### src/rtl/adf4351_pkg.sv
// ---------------------------------------------------------------------------
// adf4351_pkg
// Shared definitions for the ADF4351 configuration sequencer:
//   - FSM state encodings
//   - register control-bit codes (the C3..C1 field in bits [2:0] of each word)
//   - ERR_CODE values reported to the host
//   - word counts for the full-init and retune sequences
//   - R0 word assembly helper
// ---------------------------------------------------------------------------
package adf4351_pkg;

    typedef logic [3:0] state_t;

    localparam state_t ST_IDLE      = 4'd0;
    localparam state_t ST_CHECK     = 4'd1;
    localparam state_t ST_LOAD      = 4'd2;
    localparam state_t ST_ISSUE     = 4'd3;
    localparam state_t ST_WAIT_DONE = 4'd4;
    localparam state_t ST_GAP       = 4'd5;
    localparam state_t ST_LOCK_WAIT = 4'd6;
    localparam state_t ST_FINISH    = 4'd7;
    localparam state_t ST_ERROR     = 4'd8;

    // Register address bits carried in the low three bits of every word.
    localparam logic [2:0] CTRL_R0 = 3'b000;
    localparam logic [2:0] CTRL_R1 = 3'b001;
    localparam logic [2:0] CTRL_R2 = 3'b010;
    localparam logic [2:0] CTRL_R3 = 3'b011;
    localparam logic [2:0] CTRL_R4 = 3'b100;
    localparam logic [2:0] CTRL_R5 = 3'b101;

    localparam logic [1:0] ERR_NONE       = 2'd0;
    localparam logic [1:0] ERR_BAD_PARAMS = 2'd1;
    localparam logic [1:0] ERR_WRITE_TMO  = 2'd2;
    localparam logic [1:0] ERR_LOCK_TMO   = 2'd3;

    localparam int WORDS_FULL   = 6;
    localparam int WORDS_RETUNE = 3;

    // Smallest legal integer divider and modulus for the PLL.
    localparam int MIN_INT = 23;
    localparam int MIN_MOD = 2;

    // Consecutive synchronised lock-detect highs required before DONE.
    localparam int LOCK_RUN_CYCLES = 16;

    function automatic logic [31:0] make_r0(input logic [15:0] int_val,
                                            input logic [11:0] frac_val);
        return {1'b0, int_val, frac_val, CTRL_R0};
    endfunction

endpackage

### src/rtl/adf4351_word_build.sv
// ---------------------------------------------------------------------------
// adf4351_word_build
// Combinational word mux: selects the 32-bit register word for the current
// position in the write sequence.
//   Full init order : R5, R4, R3, R2, R1, R0
//   Retune order    : R4, R1, R0
// Ports:
//   idx      in  3   word position within the sequence
//   retune   in  1   0 = full init list, 1 = retune list
//   int_val  in  16  latched integer divider
//   frac_val in  12  latched fractional numerator
//   mod_val  in  12  latched modulus
//   rfdiv    in  3   latched output divider select
//   word     out 32  register word for position idx
// ---------------------------------------------------------------------------
module adf4351_word_build
    import adf4351_pkg::*;
#(
    parameter logic [31:0] R5_INIT = 32'h00580005,
    parameter logic [31:0] R3_INIT = 32'h008004B3,
    parameter logic [31:0] R2_INIT = 32'h00004E42,
    parameter logic [31:0] R4_BASE = 32'h008C803C,
    parameter logic [31:0] R1_BASE = 32'h08008011
) (
    input  logic [2:0]  idx,
    input  logic        retune,
    input  logic [15:0] int_val,
    input  logic [11:0] frac_val,
    input  logic [11:0] mod_val,
    input  logic [2:0]  rfdiv,
    output logic [31:0] word
);

    logic [31:0] r4_word;
    logic [31:0] r1_word;
    logic [31:0] r0_word;

    assign r4_word = {R4_BASE[31:23], rfdiv, R4_BASE[19:3], CTRL_R4};
    assign r1_word = {R1_BASE[31:15], mod_val, CTRL_R1};
    assign r0_word = make_r0(int_val, frac_val);

    // NOTE: a default assignment ahead of the case keeps every path driven,
    // so no latch is inferred for word.
    always_comb begin
        word = r0_word;
        if (retune) begin
            case (idx)
                3'd0:    word = r4_word;
                3'd1:    word = r1_word;
                default: word = r0_word;
            endcase
        end else begin
            case (idx)
                3'd0:    word = R5_INIT;
                3'd1:    word = r4_word;
                3'd2:    word = R3_INIT;
                3'd3:    word = R2_INIT;
                3'd4:    word = r1_word;
                default: word = r0_word;
            endcase
        end
    end

endmodule

### src/rtl/adf4351_cfg_seq.sv
// ---------------------------------------------------------------------------
// adf4351_cfg_seq
// Configuration sequencer for the ADF4351 PLL. On START it validates the
// latched frequency fields, then feeds R5..R0 (full init) or R4,R1,R0
// (retune) one word at a time through the SPI writer handshake
// (WEN / WDATA / WRITE_DONE) and reports DONE or ERR to the host.
//
// Optional feature: define LOCK_WAIT_EN to add a lock-detect wait on
// ADF_MUXOUT after the last word (parameter LOCK_TIMEOUT).
//
// Ports:
//   CLK             in   1   system clock
//   RST             in   1   asynchronous active-high reset
//   START           in   1   1-cycle request, sampled only in IDLE
//   RETUNE          in   1   sampled with START: 0 = full init, 1 = retune
//   INT_VAL         in   16  integer divider
//   FRAC_VAL        in   12  fractional numerator
//   MOD_VAL         in   12  modulus
//   RFDIV           in   3   output divider select
//   ADF_WRITE_DONE  in   1   1-cycle completion pulse from SPI writer
//   ADF_MUXOUT      in   1   PLL lock detect (LOCK_WAIT_EN only)
//   ADF_WEN         out  1   1-cycle write request to SPI writer
//   ADF_WDATA       out  32  word to writer, stable from WEN to WRITE_DONE
//   BUSY            out  1   high from START acceptance through DONE/ERR
//   DONE            out  1   1-cycle pulse, sequence complete
//   ERR             out  1   1-cycle pulse, parameter reject or timeout
//   ERR_CODE        out  2   valid with ERR: 1 params, 2 write, 3 lock
// ---------------------------------------------------------------------------
module adf4351_cfg_seq
    import adf4351_pkg::*;
#(
    parameter logic [31:0] R5_INIT      = 32'h00580005,
    parameter logic [31:0] R3_INIT      = 32'h008004B3,
    parameter logic [31:0] R2_INIT      = 32'h00004E42,
    parameter logic [31:0] R4_BASE      = 32'h008C803C,
    parameter logic [31:0] R1_BASE      = 32'h08008011,
    parameter int          GAP_CYCLES   = 4,
    parameter int          DONE_TIMEOUT = 255
`ifdef LOCK_WAIT_EN
    ,
    parameter int          LOCK_TIMEOUT = 100000
`endif
) (
    input  logic        CLK,
    input  logic        RST,
    input  logic        START,
    input  logic        RETUNE,
    input  logic [15:0] INT_VAL,
    input  logic [11:0] FRAC_VAL,
    input  logic [11:0] MOD_VAL,
    input  logic [2:0]  RFDIV,
    input  logic        ADF_WRITE_DONE,
    input  logic        ADF_MUXOUT,
    output logic        ADF_WEN,
    output logic [31:0] ADF_WDATA,
    output logic        BUSY,
    output logic        DONE,
    output logic        ERR,
    output logic [1:0]  ERR_CODE
);

    localparam int TMO_W = $clog2(DONE_TIMEOUT) + 1;
    localparam int GAP_W = $clog2(GAP_CYCLES) + 1;

    state_t state_q;
    state_t state_d;

    logic        retune_q;
    logic [15:0] int_q;
    logic [11:0] frac_q;
    logic [11:0] mod_q;
    logic [2:0]  rfdiv_q;

    logic [2:0]       idx_q;
    logic [TMO_W-1:0] tmo_cnt_q;
    logic [GAP_W-1:0] gap_cnt_q;
    logic [1:0]       err_code_q;
    logic [31:0]      wdata_q;
    logic [31:0]      word;

    logic params_bad;
    logic last_word;
    logic tmo_hit;
    logic gap_last;

    assign params_bad = (int_q < 16'(MIN_INT)) || (mod_q < 12'(MIN_MOD)) ||
                        (frac_q >= mod_q);
    assign last_word  = retune_q ? (idx_q == 3'(WORDS_RETUNE - 1))
                                 : (idx_q == 3'(WORDS_FULL - 1));
    // tmo_cnt_q is 0 in the WEN cycle, so leaving WAIT_DONE at count
    // DONE_TIMEOUT-1 puts the ERR pulse exactly DONE_TIMEOUT cycles after WEN.
    assign tmo_hit    = (tmo_cnt_q >= TMO_W'(DONE_TIMEOUT - 1));
    assign gap_last   = (gap_cnt_q >= GAP_W'(GAP_CYCLES - 1));

`ifdef LOCK_WAIT_EN
    localparam int LOCK_W = $clog2(LOCK_TIMEOUT) + 1;

    logic              mux_meta_q;
    logic              mux_sync_q;
    logic [4:0]        lock_run_q;
    logic [LOCK_W-1:0] lock_tmo_q;
    logic              lock_ok;
    logic              lock_tmo_hit;

    assign lock_ok      = (lock_run_q == 5'(LOCK_RUN_CYCLES));
    assign lock_tmo_hit = (lock_tmo_q >= LOCK_W'(LOCK_TIMEOUT - 1));

    // Two-flop synchroniser for the asynchronous lock-detect pin, followed
    // by a run-length counter that restarts whenever lock drops.
    always_ff @(posedge CLK or posedge RST) begin
        if (RST) begin
            mux_meta_q <= 1'b0;
            mux_sync_q <= 1'b0;
            lock_run_q <= '0;
            lock_tmo_q <= '0;
        end else begin
            mux_meta_q <= ADF_MUXOUT;
            mux_sync_q <= mux_meta_q;
            if (state_q == ST_LOCK_WAIT) begin
                if (!mux_sync_q)
                    lock_run_q <= '0;
                else if (!lock_ok)
                    lock_run_q <= lock_run_q + 5'd1;
                if (lock_tmo_q != '1)
                    lock_tmo_q <= lock_tmo_q + 1'b1;
            end else begin
                lock_run_q <= '0;
                lock_tmo_q <= '0;
            end
        end
    end
`else
    logic unused_muxout;
    assign unused_muxout = ADF_MUXOUT;
`endif

    adf4351_word_build #(
        .R5_INIT (R5_INIT),
        .R3_INIT (R3_INIT),
        .R2_INIT (R2_INIT),
        .R4_BASE (R4_BASE),
        .R1_BASE (R1_BASE)
    ) u_word_build (
        .idx      (idx_q),
        .retune   (retune_q),
        .int_val  (int_q),
        .frac_val (frac_q),
        .mod_val  (mod_q),
        .rfdiv    (rfdiv_q),
        .word     (word)
    );

    // NOTE: sequential state uses non-blocking assignments so every flop
    // samples pre-edge values regardless of statement order.
    always_ff @(posedge CLK or posedge RST) begin
        if (RST)
            state_q <= ST_IDLE;
        else
            state_q <= state_d;
    end

    always_comb begin
        state_d = state_q;
        case (state_q)
            ST_IDLE:      if (START) state_d = ST_CHECK;
            ST_CHECK:     state_d = params_bad ? ST_ERROR : ST_LOAD;
            ST_LOAD:      state_d = ST_ISSUE;
            ST_ISSUE:     state_d = ST_WAIT_DONE;
            ST_WAIT_DONE: begin
                // WRITE_DONE is tested first so it wins over a same-cycle timeout.
                if (ADF_WRITE_DONE)
                    state_d = ST_GAP;
                else if (tmo_hit)
                    state_d = ST_ERROR;
            end
            ST_GAP: begin
                if (gap_last) begin
                    if (!last_word)
                        state_d = ST_LOAD;
                    else
`ifdef LOCK_WAIT_EN
                        state_d = ST_LOCK_WAIT;
`else
                        state_d = ST_FINISH;
`endif
                end
            end
`ifdef LOCK_WAIT_EN
            ST_LOCK_WAIT: begin
                if (lock_ok)
                    state_d = ST_FINISH;
                else if (lock_tmo_hit)
                    state_d = ST_ERROR;
            end
`endif
            ST_FINISH:    state_d = ST_IDLE;
            ST_ERROR:     state_d = ST_IDLE;
            default:      state_d = ST_IDLE;
        endcase
    end

    always_comb begin
        ADF_WEN  = (state_q == ST_ISSUE);
        BUSY     = (state_q != ST_IDLE);
        DONE     = (state_q == ST_FINISH);
        ERR      = (state_q == ST_ERROR);
        ERR_CODE = (state_q == ST_ERROR) ? err_code_q : ERR_NONE;
    end

    assign ADF_WDATA = wdata_q;

    always_ff @(posedge CLK or posedge RST) begin
        if (RST) begin
            retune_q   <= 1'b0;
            int_q      <= '0;
            frac_q     <= '0;
            mod_q      <= '0;
            rfdiv_q    <= '0;
            idx_q      <= '0;
            tmo_cnt_q  <= '0;
            gap_cnt_q  <= '0;
            err_code_q <= ERR_NONE;
            wdata_q    <= '0;
        end else begin
            if (state_q == ST_IDLE && START) begin
                retune_q <= RETUNE;
                int_q    <= INT_VAL;
                frac_q   <= FRAC_VAL;
                mod_q    <= MOD_VAL;
                rfdiv_q  <= RFDIV;
            end

            if (state_q == ST_IDLE)
                idx_q <= '0;
            else if (state_q == ST_GAP && gap_last && !last_word)
                idx_q <= idx_q + 3'd1;

            if (state_q == ST_LOAD)
                wdata_q <= word;

            // Counts cycles since WEN; held at zero outside ISSUE/WAIT_DONE.
            if (state_q == ST_ISSUE || state_q == ST_WAIT_DONE) begin
                if (tmo_cnt_q != '1)
                    tmo_cnt_q <= tmo_cnt_q + 1'b1;
            end else begin
                tmo_cnt_q <= '0;
            end

            if (state_q == ST_GAP) begin
                if (gap_cnt_q != '1)
                    gap_cnt_q <= gap_cnt_q + 1'b1;
            end else begin
                gap_cnt_q <= '0;
            end

            case (state_q)
                ST_IDLE:      err_code_q <= ERR_NONE;
                ST_CHECK:     if (params_bad) err_code_q <= ERR_BAD_PARAMS;
                ST_WAIT_DONE: if (!ADF_WRITE_DONE && tmo_hit) err_code_q <= ERR_WRITE_TMO;
`ifdef LOCK_WAIT_EN
                ST_LOCK_WAIT: if (!lock_ok && lock_tmo_hit) err_code_q <= ERR_LOCK_TMO;
`endif
                default:      err_code_q <= err_code_q;
            endcase
        end
    end

endmodule

### config.mk
export PLATFORM = sky130hd
export DESIGN_NAME = adf4351_cfg_seq
export DESIGN_NICKNAME = d
export VERILOG_FILES = /design/src/rtl/adf4351_pkg.sv /design/src/rtl/adf4351_word_build.sv /design/src/rtl/adf4351_cfg_seq.sv
export SDC_FILE = /design/constraint.sdc
export NUM_CORES = 1
export LEC_CHECK = 0
export ABC_AREA = 1
export CORE_MARGIN = 2
export CORE_UTILIZATION = 45
export CTS_CLUSTER_DIAMETER = 40
export CTS_CLUSTER_SIZE = 30
export DETAILED_ROUTE_END_ITERATION = 10
export PLACE_DENSITY = 0.8
export SYNTH_ARGS = -nofsm -noshare
export SYNTH_HDL_FRONTEND = slang
export SYNTH_SLANG_ARGS = --single-unit
### constraint.sdc
create_clock -name CLK -period 3.3 [get_ports CLK]
set_input_delay 0.495 -clock CLK [delete_from_list [all_inputs] [get_ports CLK]]
set_output_delay 0.495 -clock CLK [all_outputs]
set_load 0.005 [all_outputs]
==> flow_summary_export.csv, run 1 <==
group,metric,value,unit
outcome,status,"complete, no violations",
drt,dr_total_vias,4568,
worst_setup_path,worst_setup_end_kind,"output pin",
min_path,timing.hold.worst.class,"flop to flop",
power,power_density,908.2,mW/mm²
cts,root_buffer,"clkbuf_16",
synthesis,synth.yosys.warnings,0,
die,core.rowCount,39,
worst_setup_path,timing.critical_path.required,2800,ps
cts,post-cts-setup-buffer-count,0,
run,drv.max_cap_violation_count,0,
cts,max-clock-path-buffers,2,
synthesis,postSynthNetCount,699,
drt,drt_iter0_markers,298,
drt,drcViolationCount,0,
synthesis,synth_seq_cells,96,
placed_design,hpwlAfterDp,9.339,mm
synthesis,postSynthCellCount,627,
synthesis,synth_largest_type_area_fraction,45.76,%
cts,clk_latency,350,ps
global_route,number_of_antenna_violations_at_the_first_check_in_global_routing,0,
finish,num_antenna_cells,0,
timing,final-setup-viol-count,0,
global_route,grt_overall_usage,21.58,%
timing,totalNegativeSetupSlack,0,ps
drt,finalWirelength,13.11,mm
cts,tritoncts_num_sinks,96,
power,static-leakage-power,0.003029,µW
die,die_x,112.0,µm
worst_setup_path,arrival,1960,ps
timing,timing.final.crit_period,2452,ps
cts,cts-buffers-inserted,9,
finish,finalNetCount,777,
synthesis,synth.yosys.seq_area_share,45.76,%
die,initial_core_util,45.98,%
placed_design,place.gp.congestion,0.8612,
drt,routed_wire_length_per_instance,15.37,µm
timing,hold_violations,0,
synthesis,ys_top_cells_by_area,"dfrtp_1 46%, nor2_1 7.5%, nand2_1 6.3%, ha_1 5.5%, inv_1 5.1%",
cts,cts-hold-fix-buffers,0,
die,core,0.01142,mm²
placed_design,numPortBuffers,84,
global_route,largest_net_degree_at_the_start_of_global_routing,71,
timing,slew_viol_final,0,
die,design.die.area,0.01255,mm²
timing,min_period_over_period,74.29,%
cts,tritoncts,"yes",
synthesis,synth_cell_type_count,39,
drt,route.detailed.vias_per_inst,5.355,
finish,drive_above_1_share,12.68,%
timing,worst_clock_skew,8.423,ps
finish,layout.cells.most_common_list,"105 x nor2_1, 96 x dfrtp_1, 88 x nand2_1, 84 x clkdlybuf4s50_1, 71 x inv_1",
synthesis,synth_top_cell_by_area,"dfrtp_1",
finish,synthToLayoutAreaGrowth,23.05,%
timing,timing_worst_slew_pin_value,911.5,ps
timing,maxClockFrequency,407.9,MHz
drt,postRouteAntennaNets,0,
timing,max-slew-margin-rel,39.24,%
cts,post_cts_resize_count,0,
cts,ctsHtreeMaxLevel,3,
finish,layout.core_utilization,56.57,%
global_route,grt_pass1_vias,4558,
power,vdd.ir_drop.worst,0.7184,mV
drt,drtPass1Iterations,6,
synthesis,synth_edf_count,0,
synthesis,dominantRegCellSynth,"dfrtp_1",
timing,setup_repair_after_global_routing_missed_its_margin,"no",
global_route,grt_first_pass_wirelength,22.00,mm
synthesis,synth-async-reset-ratio,100.0,%
worst_setup_path,critical_path_peak_fanout,4,
synthesis,postSynthAreaPerCell,8.373,µm²
worst_setup_path,critPathKind,"flop to output pin",
finish,mostFrequentLayoutCell,"nor2_1",
synthesis,synth.cell_area,0.005250,mm²
cts,clkTransAtPathRegs,60,ps
worst_setup_path,critPathLaunchType,"flop",
power,totalPowerFinal,5867,µW
global_route,grt.overflow.total,0,
die,die_h,112.0,µm
die,io-pin-count,87,
-- final timing paths --
path	startpoint	endpoint	slack, ps	cells past startpoint
max	state_q[1]	ERR_CODE[0]	850	6
min	err_code_q[1]	err_code_q[1]	480	2
max reg2reg	tmo_cnt_q[1]	tmo_cnt_q[7]	1180	10
min reg2reg	err_code_q[1]	err_code_q[1]	480	2
max in group asynchronous	RST	tmo_cnt_q[3]	1970	3
min in group asynchronous	RST	int_q[10]	600	2
-- power by group --
group | switching (µW) | internal [µW] | total (µW)
registers | 354 | 1660 | 2010
clock network | 440 | 553 | 993
logic | 1680 | 1190 | 2860
-- sequential cells by signal (all words and copies together) (netlist names) --
signal	flops
ADF_WDATA	31
rfdiv_q	3
int_q	16
retune_q	1
err_code_q	2
mod_q	12
tmo_cnt_q	9
gap_cnt_q	3
idx_q	3
frac_q	12
state_q	4
-- final cells by class --
cell class / count / area, µm²
repair buffers: 88 / 883.3
well taps: 143 / 178.9
multi-input cells: 423 / 2390
fillers: 1045 / 4959
clock inverters: 2 / 13.76
inverters: 87 / 327.8
clock buffers: 14 / 264.0
flip-flops and latches: 96 / 2402
-- per-layer routing --
metal / up-vias / global-route usage [%] / routed length, µm
li1: 2202 / - / -
met1: 2191 / 27.81 / 5668
met2: 158 / 35.84 / 6384
met3: 17 / 6.479 / 888
met4: 0 / 5.772 / 167
met5: - / 0 / 0
-- per-stage QoR --
stage	cell area, µm²	instances	setup WS, ps	hold slack [ps]
5_1_grt	6460	853	712.2	502.7
3_5_place_dp	6182	837	1012	468.1
3_3_place_gp	6182	837	1020	454.6
4_1_cts	6460	853	811.5	485.9
2_1_floorplan	5250	627	299.6	439.6
6_report	6460	853	848.3	478.8
-- critical path, stage by stage (launching register included) --
cell	delay, ps
dfrtp_1	430
nor2_2	180
inv_2	70
nor3_1	210
inv_1	90
nor2_1	110
clkdlybuf4s50_1	510
-- Yosys cell counts, types with 3 or more instances --
| master | count |
|---|---|
| nor2_4 | 3 |
| a31oi_1 | 17 |
| ha_1 | 23 |
| nor2_1 | 105 |
| a21oi_2 | 30 |
| mux2_2 | 3 |
| nand2_1 | 88 |
| buf_6 | 5 |
| a21oi_1 | 35 |
| clkbuf_1 | 8 |
| o21ai_1 | 12 |
| inv_2 | 15 |
| o22ai_1 | 6 |
| nand4_1 | 4 |
| nand2_2 | 7 |
| o21ai_0 | 31 |
| dfrtp_1 | 96 |
| o211ai_1 | 3 |
| buf_2 | 6 |
| nand3_1 | 21 |
| nor3_1 | 9 |
| inv_1 | 72 |
| mux2_4 | 5 |
-- logic make-up after synthesis --
group,Yosys count,synth area share (%)
compound gates,144,17.30
xor+xnor,2,0.3337
fa+ha+maj,23,5.481
buf+inv,108,8.722
flops,96,45.76
mux,9,2.264
other cells,1,0.07143
simple gates,244,20.07
No activity file was read; power rests on OpenSTA's default activity.
==> inputs of run 2 (changes only) <==
- clock period: 3.3 -> 2.3 ns (I/O delays scaled with it)
==> flow_summary_export.csv, run 2 (same netlist as run 1, synthesis figures left out) <==
group,metric,value,unit
drt,drtPass1Iterations,5,
finish,max_ffs_per_register,31,
drt,drt_iter0_markers,332,
power,power_density,1311,mW/mm²
worst_setup_path,worst-path-buf-inv,3,
worst_setup_path,crit_start,"state_q[1]",
power,totalPowerFinal,8633,µW
timing,maxClockFrequency,465.0,MHz
timing,hold_ws,467.0,ps
finish,synthToLayoutAreaGrowth,25.43,%
timing,timing.final.crit_period,2151,ps
power,p_switching,3559,µW
timing,worst_clock_skew,9.305,ps
run,drv.max_cap_violation_count,0,
die,io-pin-count,87,
worst_setup_path,worstReg2RegEnd,"ADF_WDATA[8]",
cts,max-clock-path-buffers,2,
drt,postRouteAntennaNets,0,
finish,mostFrequentLayoutCell,"nor2_1",
global_route,number_of_antenna_violations_at_the_first_check_in_global_routing,0,
worst_setup_path,rrSetupSlack,270,ps
worst_setup_path,critPathKind,"flop to output pin",
cts,ctsHtreeMaxLevel,3,
global_route,grt.overflow.total,0,
worst_setup_path,timing.critical_path.required,1960,ps
global_route,grt_overall_usage,21.32,%
timing,hold_violations,0,
finish,drive_above_1_share,13.95,%
die,die_x,112.0,µm
timing,totalNegativeSetupSlack,0,ps
placed_design,dp_cells,844,
worst_setup_path,r2r_cells,7,
worst_setup_path,worst_path_max_delay_cell,"clkdlybuf4s50_1",
worst_setup_path,critPathLaunchType,"flop",
die,core.rowCount,39,
placed_design,numPortBuffers,84,
power,static-leakage-power,0.003082,µW
cts,root_buffer,"clkbuf_16",
global_route,grt_first_pass_wirelength,21.86,mm
worst_setup_path,path_delay_family,"buffers and inverters",
global_route,grt_pass1_vias,4520,
worst_setup_path,critical_path_peak_fanout,4,
die,die_h,112.0,µm
worst_setup_path,critical-path-max-stage-delay,500,ps
power,seq_power_share,33.4,%
die,initial_core_util,45.98,%
power,sw_frac_of_total,41.23,%
worst_setup_path,setup.worst_path.end,"ERR_CODE[1]",
worst_setup_path,worstSetupPathDepth,6,
timing,min_period_over_period,93.51,%
die,design.die.area,0.01255,mm²
die,core,0.01142,mm²
timing,setup_repair_after_global_routing_missed_its_margin,"no",
drt,route.detailed.vias_per_inst,5.334,
timing,timing_worst_slew_pin_value,525.2,ps
timing,slew_viol_final,0,
cts,tritoncts_num_sinks,96,
power,internal_power_consumption,5074,µW
drt,routed_wire_length_per_instance,15.09,µm
global_route,largest_net_degree_at_the_start_of_global_routing,97,
worst_setup_path,worstPathCellList,"nor2_2 -> inv_2 -> nor3_4 -> inv_1 -> nor2_1 -> clkdlybuf4s50_1",
worst_setup_path,regToRegStartpoint,"idx_q[0]",
cts,cts-hold-fix-buffers,0,
drt,dr_total_vias,4587,
drt,drcViolationCount,0,
drt,finalWirelength,12.98,mm
worst_setup_path,arrival,1810,ps
finish,layout.cells.most_common_list,"105 x nor2_1, 96 x dfrtp_1, 88 x nand2_1, 84 x clkdlybuf4s50_1, 71 x inv_1",
finish,finalNetCount,785,
placed_design,hpwlAfterDp,9.285,mm
power,power.share.clock,17.7,%
cts,clk_latency,350,ps
finish,num_antenna_cells,0,
cts,tritoncts,"yes",
power,vdd.ir_drop.worst,0.6545,mV
power,comb_power_share,48.9,%
outcome,status,"complete, no violations",
placed_design,place.gp.congestion,0.8997,
timing,max-slew-margin-rel,64.90,%
finish,layout.cells.non_filler,860,
min_path,timing.hold.worst.class,"primary input to async pin",
timing,final-setup-viol-count,0,
worst_setup_path,worst_setup_end_kind,"output pin",
cts,cts-buffers-inserted,9,
cts,clkTransAtPathRegs,60,ps
[run 2: cell count changes in the layout (fill, tap and decap cells not counted), sizes merged]
cell / previous run / this run
clkbuf: 14 / 13
buf: 4 / 12
bufinv: 0 / 1
clkinv: 3 / 1
clkinvlp: 0 / 1
[run 2: stage by stage]
stage	util [%]	setup slack (ps)	area [µm²]
final	57.67	149.3	6585
after global placement	54.84	352.8	6262
after global routing	57.67	6.441	6585
after floorplan	-	521.6	5254
after detailed placement	54.84	265.6	6262
after CTS	57.46	13.22	6561
[run 2: worst min-delay path by stage]
stage                    end  slack (ps)  depth (start not counted)
3_3_place_gp    tmo_cnt_q[3]         460                          1
2_1_floorplan   tmo_cnt_q[3]         440                          1
6_report        tmo_cnt_q[8]         470                          3
4_1_cts        ADF_WDATA[22]         490                          2
3_5_place_dp   err_code_q[1]         470                          2
5_1_grt        ADF_WDATA[22]         510                          2
[run 2: final cells by class]
type	count	area [µm²]
Sequential cell	96	2402
Multi-Input combinational cell	423	2406
Clock inverter	2	38.79
Inverter	87	330.3
Timing Repair Buffer	96	968.4
Clock buffer	13	260.3
Tap cell	143	178.9
Fill cell	1025	4833
[run 2: power groups by stage]
stage	registers, µW	logic, µW	clock network [µW]
after floorplan	2770	2830	0
final	2890	4220	1520
after CTS	2880	4200	1540
after global placement	2870	4040	0
after global routing	2970	4690	1620
after detailed placement	2900	4160	0
[run 2: timing repair]
item / 4_1_cts / 5_1_grt
resized for setup: 0 / 3
setup buffers: 0 / 1
hold endpoints to repair: 0 / 0
endpoints found under the setup margin: 0 / 3
[run 2: metal layers]
metal / vias up / global-route usage [%] / part of all wire [%]
met1: 2204 / 27.64 / 43
met5: - / 0 / 0
met3: 17 / 5.670 / 6.6
met4: 0 / 5.366 / 1.3
met2: 144 / 35.92 / 49
li1: 2222 / - / -
[run 2: worst register-to-register path, delay by kind of cell, from the launching register on]
kind	cells	cell delay, ps
AND/OR/NAND/NOR	2	570
flip-flops	1	400
buffers and inverters	1	170
AO/OA/AOI/OAI	2	430
adder cells (fa/ha/maj)	2	390
